==> src/rtl/lampfpu_div_seq.sv <==
// ---------------------------------------------------------------------------
// lampfpu_div_seq
//
// Iterative restoring floating-point divider.  It takes the same unpacked
// operand bundle as the FPU multiplier and returns the same pre-rounding
// result bundle.  The shared round/pack stage can therefore consume it without
// changes.  The divider retires one quotient bit per clock.
//
// Ports
//   clk, rst                 clock, synchronous active-low reset
//   doDiv_i                  start pulse; operands are sampled in that cycle
//   s_op*_i                  operand signs (op1 = dividend, op2 = divisor)
//   extShF_op*_i             normalized mantissas, hidden bit at the MSB
//   extE_op*_i               extended exponents
//   nlz_op*_i                normalization shift already applied to mantissa
//   isZ/isInf/isSNAN/isQNAN  operand class flags
//   s_res_o, e_res_o         result sign and exponent
//   f_res_o                  {ovf(0), hidden, fraction, G, R, S}
//   valid_o                  one-cycle completion strobe
//   busy_o                   high while an operation is in flight
//   isOverflow_o, isUnderflow_o, isToRound_o   flags for the rounder
// ---------------------------------------------------------------------------
module lampfpu_div_seq #(
    parameter int LAMP_FLOAT_F_DW   = 7,
    parameter int LAMP_FLOAT_E_DW   = 8,
    parameter int LAMP_FLOAT_E_BIAS = 127,
    parameter int LAMP_FLOAT_E_MAX  = 255
) (
    input  logic                                  clk,
    input  logic                                  rst,
    input  logic                                  doDiv_i,
    input  logic                                  s_op1_i,
    input  logic [LAMP_FLOAT_F_DW:0]              extShF_op1_i,
    input  logic [LAMP_FLOAT_E_DW:0]              extE_op1_i,
    input  logic [$clog2(1+LAMP_FLOAT_F_DW)-1:0]  nlz_op1_i,
    input  logic                                  isZ_op1_i,
    input  logic                                  isInf_op1_i,
    input  logic                                  isSNAN_op1_i,
    input  logic                                  isQNAN_op1_i,
    input  logic                                  s_op2_i,
    input  logic [LAMP_FLOAT_F_DW:0]              extShF_op2_i,
    input  logic [LAMP_FLOAT_E_DW:0]              extE_op2_i,
    input  logic [$clog2(1+LAMP_FLOAT_F_DW)-1:0]  nlz_op2_i,
    input  logic                                  isZ_op2_i,
    input  logic                                  isInf_op2_i,
    input  logic                                  isSNAN_op2_i,
    input  logic                                  isQNAN_op2_i,
    output logic                                  s_res_o,
    output logic [LAMP_FLOAT_E_DW-1:0]            e_res_o,
    output logic [LAMP_FLOAT_F_DW+4:0]            f_res_o,
    output logic                                  valid_o,
    output logic                                  busy_o,
    output logic                                  isOverflow_o,
    output logic                                  isUnderflow_o,
    output logic                                  isToRound_o
);

    localparam int F_DW = LAMP_FLOAT_F_DW;
    localparam int E_DW = LAMP_FLOAT_E_DW;
    localparam int MW   = F_DW + 1;          // mantissa incl. hidden bit
    localparam int RW   = F_DW + 2;          // partial remainder
    localparam int QW   = F_DW + 4;          // quotient bits produced
    localparam int FW   = F_DW + 5;          // result mantissa bundle
    localparam int EW   = E_DW + 3;          // signed working exponent
    localparam int NW   = $clog2(1 + F_DW);
    localparam int CW   = $clog2(QW);
    localparam int SW   = $clog2(QW + 1);

    localparam logic signed [EW-1:0] E_BIAS_S = EW'(LAMP_FLOAT_E_BIAS);
    localparam logic signed [EW-1:0] E_MAX_S  = EW'(LAMP_FLOAT_E_MAX);
    localparam logic signed [EW-1:0] ONE_S    = EW'(1);
    localparam logic signed [EW-1:0] SH_MAX_S = EW'(QW);
    localparam logic [E_DW-1:0]      E_MAX_V  = E_DW'(LAMP_FLOAT_E_MAX);
    localparam logic [SW-1:0]        SH_MAX   = SW'(QW);
    localparam logic [CW-1:0]        CNT_LAST = CW'(F_DW + 3);
    localparam logic [FW-1:0]        NAN_F    = FW'(1) << (F_DW + 2);

    typedef enum logic [1:0] {
        IDLE,
        DIV,
        NORM
    } state_t;

    typedef enum logic [1:0] {
        SPC_NONE,
        SPC_NAN,
        SPC_INF,
        SPC_ZERO
    } special_t;

    state_t                 r_state;
    state_t                 w_nextState;
    special_t               r_special;
    special_t               w_specialIn;

    logic                   r_sign;
    logic signed [EW-1:0]   r_exp;
    logic [RW-1:0]          r_rem;
    logic [MW-1:0]          r_div;
    logic [QW-1:0]          r_quo;
    logic [CW-1:0]          r_cnt;

    logic                   r_sRes;
    logic [E_DW-1:0]        r_eRes;
    logic [FW-1:0]          r_fRes;
    logic                   r_valid;
    logic                   r_ovf;
    logic                   r_unf;
    logic                   r_toRound;

    logic                   w_nan1;
    logic                   w_nan2;
    logic signed [EW-1:0]   w_eA;
    logic signed [EW-1:0]   w_eB;
    logic signed [EW-1:0]   w_eStart;

    logic                   w_geq;
    logic [RW-1:0]          w_diff;
    logic [RW-1:0]          w_remSel;
    logic [RW-1:0]          w_remNext;

    logic                   w_qMsb;
    logic [QW-2:0]          w_mant;
    logic                   w_sticky;
    logic signed [EW-1:0]   w_eNorm;
    logic [FW-1:0]          w_fNorm;
    logic signed [EW-1:0]   w_shWide;
    logic [SW-1:0]          w_shAmt;
    logic [FW-1:0]          w_fShift;
    logic [FW-1:0]          w_lostMask;
    logic [FW-1:0]          w_fUnf;

    logic                   w_sRes;
    logic [E_DW-1:0]        w_eRes;
    logic [FW-1:0]          w_fRes;
    logic                   w_ovf;
    logic                   w_unf;
    logic                   w_toRound;

    // Unbiased exponent difference, rebiased.  The nlz terms undo the
    // normalization shift the unpacker applied to subnormal operands.
    assign w_eA     = $signed({{(EW-E_DW-1){1'b0}}, extE_op1_i})
                    - $signed({{(EW-NW){1'b0}}, nlz_op1_i});
    assign w_eB     = $signed({{(EW-E_DW-1){1'b0}}, extE_op2_i})
                    - $signed({{(EW-NW){1'b0}}, nlz_op2_i});
    assign w_eStart = w_eA - w_eB + E_BIAS_S;

    assign w_nan1 = isSNAN_op1_i | isQNAN_op1_i;
    assign w_nan2 = isSNAN_op2_i | isQNAN_op2_i;

    // Classify the operation at start time.  Invalid cases are tested first.
    // After them, Inf/0 counts as infinity and 0/Inf counts as zero.
    always_comb begin
        w_specialIn = SPC_NONE;
        if (w_nan1 | w_nan2 | (isZ_op1_i & isZ_op2_i) | (isInf_op1_i & isInf_op2_i))
            w_specialIn = SPC_NAN;
        else if (isInf_op1_i | isZ_op2_i)
            w_specialIn = SPC_INF;
        else if (isZ_op1_i | isInf_op2_i)
            w_specialIn = SPC_ZERO;
    end

    // FSM state register.
    always_ff @(posedge clk) begin
        if (!rst) r_state <= IDLE;
        else      r_state <= w_nextState;
    end

    // FSM next state.  Special results skip the iteration and go straight to
    // the output stage.
    always_comb begin
        w_nextState = r_state;
        case (r_state)
            IDLE:    if (doDiv_i) w_nextState = (w_specialIn == SPC_NONE) ? DIV : NORM;
            DIV:     if (r_cnt == CNT_LAST) w_nextState = NORM;
            NORM:    w_nextState = IDLE;
            default: w_nextState = IDLE;
        endcase
    end

    assign busy_o = (r_state != IDLE);

    // Restoring step.  The remainder stays below twice the divisor, so
    // doubling it never loses a significant bit.
    assign w_geq     = (r_rem >= {1'b0, r_div});
    assign w_diff    = r_rem - {1'b0, r_div};
    assign w_remSel  = w_geq ? w_diff : r_rem;
    assign w_remNext = w_remSel << 1;

    // Operand latch and quotient iteration.  A start pulse is only accepted
    // in IDLE, so a pulse that arrives mid-operation has no effect.
    always_ff @(posedge clk) begin
        if (!rst) begin
            r_special <= SPC_NONE;
            r_sign    <= 1'b0;
            r_exp     <= '0;
            r_rem     <= '0;
            r_div     <= '0;
            r_quo     <= '0;
            r_cnt     <= '0;
        end else if (r_state == IDLE && doDiv_i) begin
            r_special <= w_specialIn;
            r_sign    <= s_op1_i ^ s_op2_i;
            r_exp     <= w_eStart;
            r_rem     <= {1'b0, extShF_op1_i};
            r_div     <= extShF_op2_i;
            r_quo     <= '0;
            r_cnt     <= '0;
        end else if (r_state == DIV) begin
            r_quo     <= {r_quo[QW-2:0], w_geq};
            r_rem     <= w_remNext;
            r_cnt     <= r_cnt + 1'b1;
        end
    end

    // Normalization.  The quotient of two normalized mantissas lies in
    // [0.5, 2).  When the top bit is clear, one extra bit is kept and the
    // exponent is decremented.  Every dropped bit and any nonzero remainder
    // folds into the sticky bit.
    assign w_qMsb   = r_quo[QW-1];
    assign w_mant   = w_qMsb ? r_quo[QW-1:1] : r_quo[QW-2:0];
    assign w_sticky = (w_qMsb & r_quo[0]) | (r_rem != '0);
    assign w_eNorm  = w_qMsb ? r_exp : r_exp - ONE_S;
    assign w_fNorm  = {1'b0, w_mant, w_sticky};

    // Underflow denormalization.  The shift amount is 1-e, capped at the
    // mantissa width.  The bits shifted out are ORed into the new S.
    assign w_shWide   = ONE_S - w_eNorm;
    assign w_shAmt    = (w_shWide > SH_MAX_S) ? SH_MAX : w_shWide[SW-1:0];
    assign w_fShift   = w_fNorm >> w_shAmt;
    assign w_lostMask = (FW'(1) << w_shAmt) - FW'(1);
    assign w_fUnf     = {w_fShift[FW-1:1], w_fShift[0] | (|(w_fNorm & w_lostMask))};

    // Final result selection.  Special results take priority.  For a regular
    // divide, overflow is checked before underflow.
    always_comb begin
        w_sRes    = r_sign;
        w_eRes    = '0;
        w_fRes    = '0;
        w_ovf     = 1'b0;
        w_unf     = 1'b0;
        w_toRound = 1'b0;
        case (r_special)
            SPC_NAN: begin
                w_sRes = 1'b0;
                w_eRes = E_MAX_V;
                w_fRes = NAN_F;
            end
            SPC_INF:  w_eRes = E_MAX_V;
            SPC_ZERO: w_eRes = '0;
            default: begin
                w_toRound = 1'b1;
                if (w_eNorm >= E_MAX_S) begin
                    w_ovf  = 1'b1;
                    w_eRes = E_MAX_V;
                end else if (w_eNorm[EW-1] || (w_eNorm == '0)) begin
                    w_unf  = 1'b1;
                    w_fRes = w_fUnf;
                end else begin
                    w_eRes = w_eNorm[E_DW-1:0];
                    w_fRes = w_fNorm;
                end
            end
        endcase
    end

    // Output registers load only in NORM and hold until the next completion.
    // valid_o is high only in the cycle after NORM.
    always_ff @(posedge clk) begin
        if (!rst) begin
            r_sRes    <= 1'b0;
            r_eRes    <= '0;
            r_fRes    <= '0;
            r_valid   <= 1'b0;
            r_ovf     <= 1'b0;
            r_unf     <= 1'b0;
            r_toRound <= 1'b0;
        end else begin
            r_valid <= (r_state == NORM);
            if (r_state == NORM) begin
                r_sRes    <= w_sRes;
                r_eRes    <= w_eRes;
                r_fRes    <= w_fRes;
                r_ovf     <= w_ovf;
                r_unf     <= w_unf;
                r_toRound <= w_toRound;
            end
        end
    end

    assign s_res_o       = r_sRes;
    assign e_res_o       = r_eRes;
    assign f_res_o       = r_fRes;
    assign valid_o       = r_valid;
    assign isOverflow_o  = r_ovf;
    assign isUnderflow_o = r_unf;
    assign isToRound_o   = r_toRound;

endmodule

==> config.mk <==
export PLATFORM = sky130hd
export DESIGN_NAME = lampfpu_div_seq
export DESIGN_NICKNAME = d
export VERILOG_FILES = /design/src/rtl/lampfpu_div_seq.sv
export SDC_FILE = /design/constraint.sdc
export NUM_CORES = 1
export LEC_CHECK = 0
export CELL_PAD_IN_SITES_DETAIL_PLACEMENT = 1
export CELL_PAD_IN_SITES_GLOBAL_PLACEMENT = 2
export CORE_ASPECT_RATIO = 1.5
export CORE_MARGIN = 2
export CORE_UTILIZATION = 36
export CTS_BUF_LIST = sky130_fd_sc_hd__clkbuf_8
export DETAILED_ROUTE_END_ITERATION = 16
export PLACE_DENSITY_LB_ADDON = 0.2
export REMOVE_ABC_BUFFERS = 1
export SLEW_MARGIN = 20
export SYNTH_ARGS = -nofsm -noshare
export SYNTH_HDL_FRONTEND = slang
export SYNTH_SLANG_ARGS = --single-unit
==> constraint.sdc <==
create_clock -name clk -period 14.2 [get_ports clk]
set_input_delay 2.84 -clock clk [delete_from_list [all_inputs] [get_ports clk]]
set_output_delay 2.84 -clock clk [all_outputs]
set_load 0.1 [all_outputs]
==> results by group <==
Outcome
  • Result of the run: complete, no violations

Routing
  • DRT Wirelength: roughly 18,000 um
  • DR vias/cell: 5.696
  • Number of vias in the routed layout: just under 6,000
  • Antenna viol nets, final: 0
  • Violation count after the first detailed-route iteration: 238
  • Post-route DRC: 0
  • Routed wirelength normalized by instance count: 17.81 um
  • Detailed Routing Iterations Pass 1: 6

Layout
  • Total number of nets in the final design: 927
  • Footprint of the multi-input gates: just over 4000 um^2
  • Area taken by flip-flops and latches: between 1000 and 1500 um^2
  • Fillers: between 1,500 and 2,000
  • Layout cells sized above 1: under 10%
  • Non-filler cells in the finished layout: 1,036
  • Synthesis-to-finish area growth: 20.14%
  • Diodes inserted: 0

Clock network
  • Number of clock sinks: 72
  • Clock insertion delay at the later pin of the skew report: around 0.36 ns
  • CTS H-Tree Depth: 3
  • CTS hold repair buffers: 0
  • Clock tree from TritonCTS: yes
  • Register clock-pin slew on the reported worst setup and hold paths: around 0.10 ns
  • Clock tree root driver cell: sky130_fd_sc_hd__clkbuf_8
  • Post-CTS Resized: 0
  • Total clock buffers created by CTS: 9
  • Deepest clock path buffer count: 2
  • Post-CTS repair timing setup buffer count: 0

Yosys
  • Number of enable flip-flop cells after synthesis: 0
  • Top area cells in the synthesized netlist: sky130_fd_sc_hd__dfxtp_1 (25%), sky130_fd_sc_hd__ha_1 (9.1%), sky130_fd_sc_hd__a21oi_1 (6.7%)
  • Post-Synthesis Cells: roughly 770
  • Count of cell types in the netlist: 78
  • Netlist Area Pre-Place: around 5800 um^2
  • Area fraction of the dominant cell type after synthesis: between 20% and 30%
  • Yosys top cell by area: sky130_fd_sc_hd__dfxtp_1
  • Total of flip-flops plus latches after synthesis: slightly above 70
  • Yosys synthesis warning count: 0
  • Async set or reset register ratio after synthesis: 0%
  • Library cell with the highest instance count after synthesis: sky130_fd_sc_hd__nand2_1
  • Most frequent cells after synthesis: sky130_fd_sc_hd__nand2_1 (102), sky130_fd_sc_hd__a21oi_1 (78), sky130_fd_sc_hd__dfxtp_1 (72)
  • Post-synthesis sequential area ratio: 24.89%
  • Avg Synthesized Cell Area: about 7.5 um^2
  • Dominant register cell in the synthesized netlist: sky130_fd_sc_hd__dfxtp_1

Setup path
  • CP max stage cell: sky130_fd_sc_hd__clkinv_1
  • Kind of cell adding the most delay to the critical path: compound AO/OA/AOI/OAI gates
  • Nature of the critical path startpoint: flop
  • Most used cell, CP: sky130_fd_sc_hd__ha_1
  • Reg-to-reg critical path endpoint: f_res_o[0]
  • Worst Setup Path Type: flop to flop
  • Data arrival time at the worst-slack endpoint: just over 7 ns
  • Worst Reg2Reg Path Length in Cells: 22
  • Buffers and inverters on the worst path: 3
  • Critical path required time: 14.45 ns
  • Origin of the critical flop-to-flop path: r_exp[0]
  • Flop-to-flop setup slack: 7.33 ns
  • Element type at the critical path end: flop
  • Peak fanout along the critical path: 18
  • Slowest stage delay, CP: approximately 0.72 ns
  • Cell-by-cell listing of the critical path: inv_1 > ha_1 > inv_1 > nor2_1 > a21oi_1 > clkinv_1 > ha_1 > a21oi_1 > o211ai_1 > xnor2_1 > a211o_1 > o311a_1 > nor2_1 > nand3_1 > ha_1 > o21ai_0 > nand2_1 > a2111oi_0 > a32oi_1 > a311oi_1 > o2111a_1 > a31oi_1

Timing
  • Crit share post-route: around half
  • Final Slew Violations: 0
  • Unrepaired setup endpoints after global routing: no
  • Final setup violating endpoints: 0
  • Final Critical Period: 6.868 ns
  • Hold Vio Cnt, Final: 0
  • Sum of negative setup slack: 0 ns
  • Clock Skews: 0.02123 ns
  • Worst-case headroom to the max-slew limit: around a quarter
  • Fmax: 0.1456 GHz
  • Actual slew at the worst max-slew pin: between 1 and 1.5 ns

Run
  • Number of violations of the max-capacitance limit: 0

Placement
  • Cell count after placement: slightly above 1,000
  • Count of input and output buffers: 77
  • RePlAce Congestion: between 0.8 and 0.9
  • Post-detail-place hpwl: 14,730 um

Die
  • Cell row count: 56
  • Die Y: roughly 160 um
  • Horizontal die dimension: approximately 110 um
  • Count of boundary I/O pins: 79
  • Die area: between 15,000 and 20,000 um^2
  • CORE AREA: approximately 16,000 um^2
  • Initial core utilization: a little under two fifths

GRT
  • First-pass GRT wire length: 30,840 um
  • Global-route congestion overflow total: 0
  • Initial antenna violation count: 0
  • Maximum number of pins on one net before global-route repair: 50
  • GRT Overall Usage: a little over a fifth
  • Vias in the first global route: 6,295

Worst hold path
  • Terminating pin of the worst hold path: e_res_o[3]
  • Startpoint of the tightest hold check path: e_res_o[3]
  • Worst hold path type: flop to flop
  • Count of cells along the worst hold path: 2

Power
  • Worst vdd rail ir drop: 0.05933 mV
  • Overall power after layout: 916.2 uW
  • Power density cells: approximately 130 nW/um^2
  • Cell leakage power: between 2 and 3 nW
==> logic make-up (layout without fill, tap and decap cells) <==
logic type,after synthesis,count (layout),synth area share (%)
other cells,1,1,0.06476
xor+xnor,43,43,6.504
buf+inv,84,146,5.683
compound gates,222,222,25.04
flops,72,72,24.89
fa+ha+maj,46,46,10.46
simple gates,282,282,23.40
mux,21,21,3.954
==> placed cells by master, fill, tap and decap left out, types with 10 or more instances in the layout <==
master / n
sky130_fd_sc_hd__a211oi_1: 10
sky130_fd_sc_hd__a21oi_1: 78
sky130_fd_sc_hd__buf_4: 10
sky130_fd_sc_hd__clkdlybuf4s50_1: 77
sky130_fd_sc_hd__dfxtp_1: 72
sky130_fd_sc_hd__ha_1: 42
sky130_fd_sc_hd__inv_1: 42
sky130_fd_sc_hd__mux2_2: 11
sky130_fd_sc_hd__nand2_1: 102
sky130_fd_sc_hd__nand2b_1: 11
sky130_fd_sc_hd__nand3_1: 13
sky130_fd_sc_hd__nand4_1: 10
sky130_fd_sc_hd__nor2_1: 71
sky130_fd_sc_hd__nor3_1: 24
sky130_fd_sc_hd__nor4_1: 11
sky130_fd_sc_hd__o21ai_0: 42
sky130_fd_sc_hd__xnor2_1: 29
sky130_fd_sc_hd__xor2_1: 13
==> worst max path at each step <==
stage                 startpoint    endpoint  cells after the start
global placement    nlz_op1_i[0]   r_exp[10]                     17
floorplan              r_quo[10]  f_res_o[0]                     19
detailed placement      r_exp[0]  f_res_o[0]                     22
CTS                     r_exp[0]  f_res_o[0]                     22
global route            r_exp[0]  f_res_o[0]                     22
finish                  r_exp[0]  f_res_o[0]                     22
==> worst reg2reg max path: stages, from the launching register on <==
cell,delay [ns]
sky130_fd_sc_hd__dfxtp_1,0.62
sky130_fd_sc_hd__inv_1,0.10
sky130_fd_sc_hd__ha_1,0.36
sky130_fd_sc_hd__inv_1,0.09
sky130_fd_sc_hd__nor2_1,0.06
sky130_fd_sc_hd__a21oi_1,0.65
sky130_fd_sc_hd__clkinv_1,0.72
sky130_fd_sc_hd__ha_1,0.55
sky130_fd_sc_hd__a21oi_1,0.19
sky130_fd_sc_hd__o211ai_1,0.11
sky130_fd_sc_hd__xnor2_1,0.14
sky130_fd_sc_hd__a211o_1,0.28
sky130_fd_sc_hd__o311a_1,0.52
sky130_fd_sc_hd__nor2_1,0.42
sky130_fd_sc_hd__nand3_1,0.16
sky130_fd_sc_hd__ha_1,0.34
sky130_fd_sc_hd__o21ai_0,0.17
sky130_fd_sc_hd__nand2_1,0.08
sky130_fd_sc_hd__a2111oi_0,0.44
sky130_fd_sc_hd__a32oi_1,0.17
sky130_fd_sc_hd__a311oi_1,0.29
sky130_fd_sc_hd__o2111a_1,0.23
sky130_fd_sc_hd__a31oi_1,0.08
==> per-layer routing <==
metal,vias up,track usage [%],wire length (um)
li1,2895,-,-
met1,2833,23.69,7352
met2,143,42.94,10050
met3,30,3.029,627
met4,0,6.585,420
met5,-,0,0
==> state kept, by name, summed over array words and instances, names as in the netlist <==
| signal | cells |
|---|---|
| r_special | 2 |
| s_res_o | 1 |
| r_rem | 9 |
| f_res_o | 11 |
| isUnderflow_o | 1 |
| r_state | 2 |
| valid_o | 1 |
| r_div | 8 |
| r_exp | 11 |
| r_quo | 11 |
| r_sign | 1 |
| isToRound_o | 1 |
| r_cnt | 4 |
| isOverflow_o | 1 |
| e_res_o | 8 |
==> stage by stage <==
step                      hold WS, ns  worst slack (ns)  utilization [%]  instance area (um^2)
after global routing           0.4898             6.663            44.32                  6957
after global placement         0.4425             7.662            42.88                  6730
after CTS                      0.4583             7.419            44.32                  6957
after floorplan                0.4363             8.341                -                  5623
after detailed placement       0.4484             7.441            42.88                  6730
final                          0.4511             7.332            44.32                  6957
==> report_power, final <==
part	internal [mW]	switching, mW
Combinational	0.180	0.311
Clock	0.101	0.0891
Sequential	0.215	0.0194
Total	0.497	0.419
==> area by class of cell <==
type | instances | share of cell area (%)
Clock buffer | 9 | 1.781
Clock inverter | 7 | 1.475
Inverter | 43 | 2.320
Multi-Input combinational cell | 615 | 57.90
Sequential cell | 72 | 20.72
Tap cell | 203 | 3.651
Timing Repair Buffer | 87 | 12.16
No activity file was read; power rests on OpenSTA's default activity.
